<file path="src/rtl/delay_meas.sv">
// Round-trip latency meter: emits a probe pulse, counts clk cycles until the echo returns.
// Latency: done pulses one cycle after the echo is seen (or the wait window runs out).
// Flow: start is ignored while a run is busy or finishing; it is never queued.
module delay_meas #(
  parameter int CNT_WIDTH = 16,
  parameter int TIMEOUT   = 1000,
  parameter int PULSE_LEN = 4
) (
  input  logic                 clk,
  input  logic                 rst_n,
  input  logic                 start,
  input  logic                 clr_stats,
  input  logic                 echo_in,
  output logic                 probe_out,
  output logic                 busy,
  output logic                 done,
  output logic                 timeout_err,
  output logic                 stuck_err,
  output logic [CNT_WIDTH-1:0] delay_cnt,
  output logic [CNT_WIDTH-1:0] min_cnt,
  output logic [CNT_WIDTH-1:0] max_cnt,
  output logic [CNT_WIDTH-1:0] meas_count
);

  localparam logic [CNT_WIDTH-1:0] ALL_ONES   = '1;
  localparam logic [CNT_WIDTH-1:0] ZERO       = '0;
  localparam logic [CNT_WIDTH-1:0] ONE        = {{(CNT_WIDTH-1){1'b0}}, 1'b1};
  // The wait window covers cycles 0 .. TIMEOUT-1, so a run that is still
  // silent on cycle TIMEOUT-1 aborts and its done lands on cycle TIMEOUT.
  localparam logic [CNT_WIDTH-1:0] LAST_WAIT  = CNT_WIDTH'(TIMEOUT - 1);
  localparam logic [CNT_WIDTH-1:0] LAST_PROBE = CNT_WIDTH'(PULSE_LEN - 1);

  typedef enum logic [1:0] {
    S_IDLE,
    S_PROBE,
    S_WAIT,
    S_DONE
  } state_t;

  state_t               state;
  logic [CNT_WIDTH-1:0] cnt;
  logic                 running;
  logic                 echo_hit;

  // Echo is watched from the first probe cycle onwards, including while the probe is still high.
  always_comb begin
    running  = (state == S_PROBE) || (state == S_WAIT);
    echo_hit = running && echo_in;
  end

  // Measurement FSM; every output it drives is registered.
  always_ff @(posedge clk or negedge rst_n) begin
    if (!rst_n) begin
      state       <= S_IDLE;
      cnt         <= ZERO;
      probe_out   <= 1'b0;
      busy        <= 1'b0;
      done        <= 1'b0;
      timeout_err <= 1'b0;
      stuck_err   <= 1'b0;
      delay_cnt   <= ZERO;
    end else begin
      done <= 1'b0;
      case (state)
        S_IDLE: begin
          if (start) begin
            busy        <= 1'b1;
            timeout_err <= 1'b0;
            if (echo_in) begin
              // Echo already high: any latency we measured would be bogus, so no probe goes out.
              stuck_err <= 1'b1;
              done      <= 1'b1;
              state     <= S_DONE;
            end else begin
              stuck_err <= 1'b0;
              probe_out <= 1'b1;
              cnt       <= ZERO;
              state     <= S_PROBE;
            end
          end
        end

        S_PROBE, S_WAIT: begin
          cnt <= cnt + ONE;
          if (echo_in) begin
            delay_cnt <= cnt;
            probe_out <= 1'b0;
            done      <= 1'b1;
            state     <= S_DONE;
          end else if (cnt == LAST_WAIT) begin
            timeout_err <= 1'b1;
            probe_out   <= 1'b0;
            done        <= 1'b1;
            state       <= S_DONE;
          end else if ((state == S_PROBE) && (cnt == LAST_PROBE)) begin
            probe_out <= 1'b0;
            state     <= S_WAIT;
          end
        end

        S_DONE: begin
          busy  <= 1'b0;
          state <= S_IDLE;
        end

        default: begin
          probe_out <= 1'b0;
          busy      <= 1'b0;
          state     <= S_IDLE;
        end
      endcase
    end
  end

  // Statistics; a clear that lands on a capture cycle keeps just that one sample.
  always_ff @(posedge clk or negedge rst_n) begin
    if (!rst_n) begin
      min_cnt    <= ALL_ONES;
      max_cnt    <= ZERO;
      meas_count <= ZERO;
    end else if (clr_stats) begin
      if (echo_hit) begin
        min_cnt    <= cnt;
        max_cnt    <= cnt;
        meas_count <= ONE;
      end else begin
        min_cnt    <= ALL_ONES;
        max_cnt    <= ZERO;
        meas_count <= ZERO;
      end
    end else if (echo_hit) begin
      if (cnt < min_cnt) begin
        min_cnt <= cnt;
      end
      if (cnt > max_cnt) begin
        max_cnt <= cnt;
      end
      if (meas_count != ALL_ONES) begin
        meas_count <= meas_count + ONE;
      end
    end
  end

endmodule

</file>
<file path="config.mk">
export PLATFORM = sky130hd
export DESIGN_NAME = delay_meas
export DESIGN_NICKNAME = d
export VERILOG_FILES = /design/src/rtl/delay_meas.sv
export SDC_FILE = /design/constraint.sdc
export NUM_CORES = 1
export LEC_CHECK = 0
export BUFFER_PORTS_ARGS = -buffer_cell sky130_fd_sc_hd__buf_2
export CAP_MARGIN = 0
export CORE_UTILIZATION = 45
export CTS_CLUSTER_SIZE = 20
export DETAILED_ROUTE_END_ITERATION = 7
export PLACE_DENSITY = 0.69
export RECOVER_POWER = 50
export SLEW_MARGIN = 5
export SYNTH_ARGS = -nofsm -noshare
export SYNTH_HDL_FRONTEND = slang
export SYNTH_SLANG_ARGS = --single-unit
</file>
<file path="constraint.sdc">
create_clock -name clk -period 2.9 [get_ports clk]
set_clock_uncertainty 0.2 [all_clocks]
set_input_delay 0.145 -clock clk [delete_from_list [all_inputs] [get_ports clk]]
set_output_delay 0.145 -clock clk [all_outputs]
set_load 0.02 [all_outputs]
</file>
* Yosys cells after proc, flatten, opt, wreduce, memory -nomap -nowiden
Cells that the tools add are included.
Storage, ports and cells: memories kept 0, register bits 87, logic and storage cells 85, memory bits (writable) 0, bits in latches 0, input bits 5, output and inout bits 69, memory bits (read-only) 0
Cells by class: multipliers 0, mux-type cells 38, shift-type cells 0, $add $sub $neg 2, bitwise operators 0, $lt $le $gt $ge 2, div/mod/pow operators 0, eq/ne operators 11, reduce and logical (&&, ||, !) cells 21
Operators by type and width (number):
- $mux 16 | 13
- $add 16x1->16 const B | 2
- $pmux 16 s2 | 1
- $eq 16x10->1 const B | 1
- $eq 16x2->1 const B | 1
- $gt 16x16->1 | 1
- $lt 16x16->1 | 1
- $ne 16x16->1 const B | 1
- $mux 1 | 14
- $reduce_and 2->1 | 7
- $reduce_bool 2->1 | 6
- $mux 2 | 5
- $ne 2x2->1 const B | 4
- $pmux 1 s2 | 4
- $reduce_and 4->1 | 2
- $pmux 2 s3 | 1
- $eq 2x2->1 const B | 2
- $ne 4x4->1 const B | 1
- $reduce_and 3->1 | 1
- $eq 2x1->1 const B | 1
- $logic_and 1x1->1 | 2
- $logic_not 2->1 | 1
- $reduce_or 2->1 | 1
- $logic_or 1x1->1 | 1

* Logic depth before layout (Yosys ltp)
word-level depth 6, depth in mapped cells 9, depth with buffers taken out 8

* Worst setup path before layout
Ideal clock, no wire load.
path type register -> register, start register min_cnt[5], end register min_cnt[5], arrival 2434 ps, cell stages (with the launch flop) 10, required time 2620 ps, period minus slack after synthesis 2713 ps, slack 187 ps, cell sequence dfstp_2 > inv_1 > ha_1 > a211o_1 > a21oi_1 > nor3_1 > o41ai_4 > nand2_2 > buf_2 > o22a_1
On the way: word-level cells in the longest chain between the ends 3
RTL lines:
- start, declared | line 20 | output logic [CNT_WIDTH-1:0] min_cnt,
- start signal, assigned | line 123 | min_cnt <= cnt;
- start signal, assigned | line 133 | min_cnt <= cnt;
- $lt 16x16->1 | line 132 | if (cnt < min_cnt) begin
- $reduce_bool 2->1 (no line)
- $reduce_and 2->1 (no line)
No other way between the ends. A chain may end at the register's enable or synchronous reset.

* Worst setup path after layout
start register state[0], end register cnt[11]
On the way: word-level cells in the longest chain between the ends 4
RTL lines:
- start, declared | line 40 | state_t state;
- start signal, assigned | line 54 | state <= S_IDLE;
- start signal, assigned | line 73 | state <= S_DONE;
- start signal, assigned | line 78 | state <= S_PROBE;
- $eq 2x1->1 or $eq 2x2->1 (tied branches) | line 64 | case (state)
- $reduce_or 2->1 | line 64
- $reduce_bool 2->1 (no line)
- $reduce_and 3->1 (no line)
- end signal, assigned | line 84 | cnt <= cnt + ONE;
- end, declared | line 41 | logic [CNT_WIDTH-1:0] cnt;
Parallel ways exist; a longest one is shown, timed or not.

==> summary.txt <==
DP Area = 5340 sq um
Yosys warns = 0
Post-synth EDFFs = 0
Fin crit share = 0.935
DR vias/cell = 5.49
Slew @ Worst Pin = 2.22 ns
Total number of vias = 3925
Num CTS Buffers = 9
Critical Path Start = state[0]$_DFFE_PN0P_
Netlist area before placement = 4690 sq um
Top FF cell, synth = dfrtp_1
Row cnt = 36
Critical Path Source Type = flop
CTS root buf = clkbuf_8
RSZ-0062 raised after global routing = no
Req. time, crit path = 2.98 ns
Fin Hold WS = 0.275 ns
Worst Path Max Fanout = 12
Total track usage = 0.236
Max cap viols = 1
Layout cell share with drive strength beyond 1 = 0.177
Die height = 104 microns
Post-route DRC = 0
R2R Path Start = state[0]$_DFFE_PN0P_
Maximum VDD drop = 365 uV
Iter 0 DRT Violations = 279
Fin crit period = 2.71 ns
Number of library cell types mapped by synthesis = 58
Part of the Yosys area used for sequential elements = 0.469
Design area = 5520 sq um
Clk_lat worst skew = 0.36 ns
Cells after Synth = 483
Violated checks = max-capacitance violations, max-slew violations
Status = complete, but fails checks
Global-route wire length before repair = 20.0 mm
DRT Wirelength = 11.9 mm
Worst setup EP type = flop
Fmax = 0.369 GHz
GPL Wtd Cong = 0.883
Vias in the first global route = 3981
Total Power = 0.00464 W
Detailed Place HPWL = 8.57 mm
Clk slew on worst S/H paths = 0.08 ns
Mapped Nets = 525
Number of synthesized register bits = 87
DR WL/cell = 16.7 microns
Synthesis-to-finish area growth = 17.7%
Antenna cells = 0
CTS tree = yes
Die footprint = 10800 sq um
Final Setup Violations = 0
Total negative slack = 0 ns
CTS HTree Levels = 3
Die width = 104 microns
LEAKAGE = 2.67 nW
Initial Util = 0.471
Antenna Nets Post-Route = 0
DRT Pass-1 Iters = 4
Path type of the worst setup path = flop to flop
Syn Area/Cell = 9.70 sq um
# IOs = 74
Clk sinks = 87
Antenna violations before repair = 0
IO buf count = 73
Total grt overflow = 0
CP Data Arrival Time = 2.79 ns
Fin. max-slew vios = 38
Bufs on Longest Clock Path = 2
Critical hold path startpoint = delay_cnt[10]$_DFFE_PN0P_
P per Cell Area = 840 nW/um^2
Slew headroom = -0.480
Hold WC Path Type = flop to flop
Nets@finish = 620
Core ar. = 9950 sq um
Final Hold Viols = 0
Largest net degree at the start of global routing = 51
Ys async rst share = 1.00
[flip-flops by register name, summed over array words and instances, names as in the netlist, 2 cells and up]
signal,cells
min_cnt,16
delay_cnt,16
cnt,16
meas_count,16
max_cnt,16
state,2
[stage by stage]
stage	std cells	util	setup WS, ns
6_report	715	0.554	0.190
5_1_grt	715	0.554	0.0430
4_1_cts	714	0.557	0.0652
3_5_place_dp	695	0.536	-0.0682
3_3_place_gp	695	0.536	0.0137
2_1_floorplan	483	-	0.187
[placed cells by master (no fill, tap or decap), types with 3 or more instances in the layout]
cell type / Yosys / layout
xnor2_1: 13 / 13
nor4_1: 3 / 3
clkbuf_8: 0 / 10
and3_1: 3 / 3
nand3_1: 15 / 15
and2_1: 3 / 3
or3_1: 7 / 7
inv_1: 41 / 41
o22a_1: 15 / 15
nor3_1: 10 / 10
buf_4: 1 / 25
a21oi_1: 20 / 20
nand4_1: 11 / 11
nand2_1: 69 / 69
dfstp_2: 16 / 16
xor2_1: 8 / 8
dlygate4sd3_1: 0 / 4
nor2_1: 38 / 38
dfrtp_1: 71 / 71
buf_2: 5 / 38
a22o_1: 18 / 18
a211oi_1: 3 / 3
o21ai_0: 19 / 19
clkbuf_1: 13 / 39
ha_1: 37 / 36
nor2b_1: 3 / 3
[per-layer routing]
layer / global-route usage / part of all wire
met1: 0.308 / 0.44
met2: 0.388 / 0.48
met3: 0.0414 / 0.058
met4: 0.100 / 0.027
met5: 0 / 0
[cell usage after synthesis, types with 5 or more instances]
master,n,area share
xor2_1,8,0.015
xnor2_1,13,0.024
dfrtp_1,71,0.38
or3_1,7,0.0093
nor2_1,38,0.030
o22a_1,15,0.028
dfstp_2,16,0.090
inv_1,41,0.033
nand3_1,15,0.016
nand2_1,69,0.055
clkbuf_1,13,0.010
a21oi_1,20,0.021
ha_1,37,0.099
o21ai_0,19,0.020
nor3_1,10,0.011
a22o_1,18,0.034
nand4_1,11,0.015
buf_2,5,0.0053
[power breakdown]
group / total (W) / internal, W / switching (W)
Clock: 0.000743 / 0.000331 / 0.000412
Combinational: 0.00218 / 0.000830 / 0.00135
Sequential: 0.00171 / 0.00152 / 0.000188
[kinds of logic (layout without fill, tap and decap cells)]
| logic type | after synthesis | after routing | share of synthesized area |
|---|---|---|---|
| flip-flops | 87 | 87 | 0.469 |
| AND/OR/NAND/NOR | 179 | 179 | 0.185 |
| AO/OA/AOI/OAI | 96 | 96 | 0.151 |
| multiplexers | 2 | 2 | 0.00454 |
| adder cells (fa/ha/maj) | 37 | 37 | 0.0988 |
| buffers and inverters | 61 | 160 | 0.0526 |
| XOR/XNOR | 21 | 21 | 0.0393 |
[critical path, stage by stage, from the launching register on]
cell     delay (ns)
dfrtp_1        0.41
inv_1          0.09
ha_2           0.45
and2b_1        0.24
nor2_2         0.08
or4b_4         0.60
or3_1          0.36
a21oi_1        0.19
[worst paths after layout]
kind                                              to  slack [ns]  depth (start not counted)
min reg2reg                delay_cnt[10]$_DFFE_PN0P_        0.27                          2
max                              cnt[11]$_DFFE_PN0P_        0.19                          7
min                        delay_cnt[10]$_DFFE_PN0P_        0.27                          2
min in group asynchronous     max_cnt[6]$_DFFE_PN0P_        0.78                          2
max in group asynchronous  delay_cnt[13]$_DFFE_PN0P_        0.46                          2
max reg2reg                      cnt[11]$_DFFE_PN0P_        0.19                          7
[repair_timing]
action / in CTS / in global routing
buffers inserted: 0 / 1
pin swaps: 0 / 1
resized for setup: 1 / 1
setup endpoints to repair: 16 / 31
endpoints found under the hold margin: 43 / 0
hold buffers: 4 / 0
[final cells by class]
class                           count  area (sq um)
Clock buffer                       14           153
Timing Repair Buffer              104           589
Inverter                           41           154
Tap cell                          133           166
Sequential cell                    87          2200
Multi-Input combinational cell    335          2250
Clock inverter                      1          5.00
Fill cell                         905          4440
(Power assumes the default switching activity.)
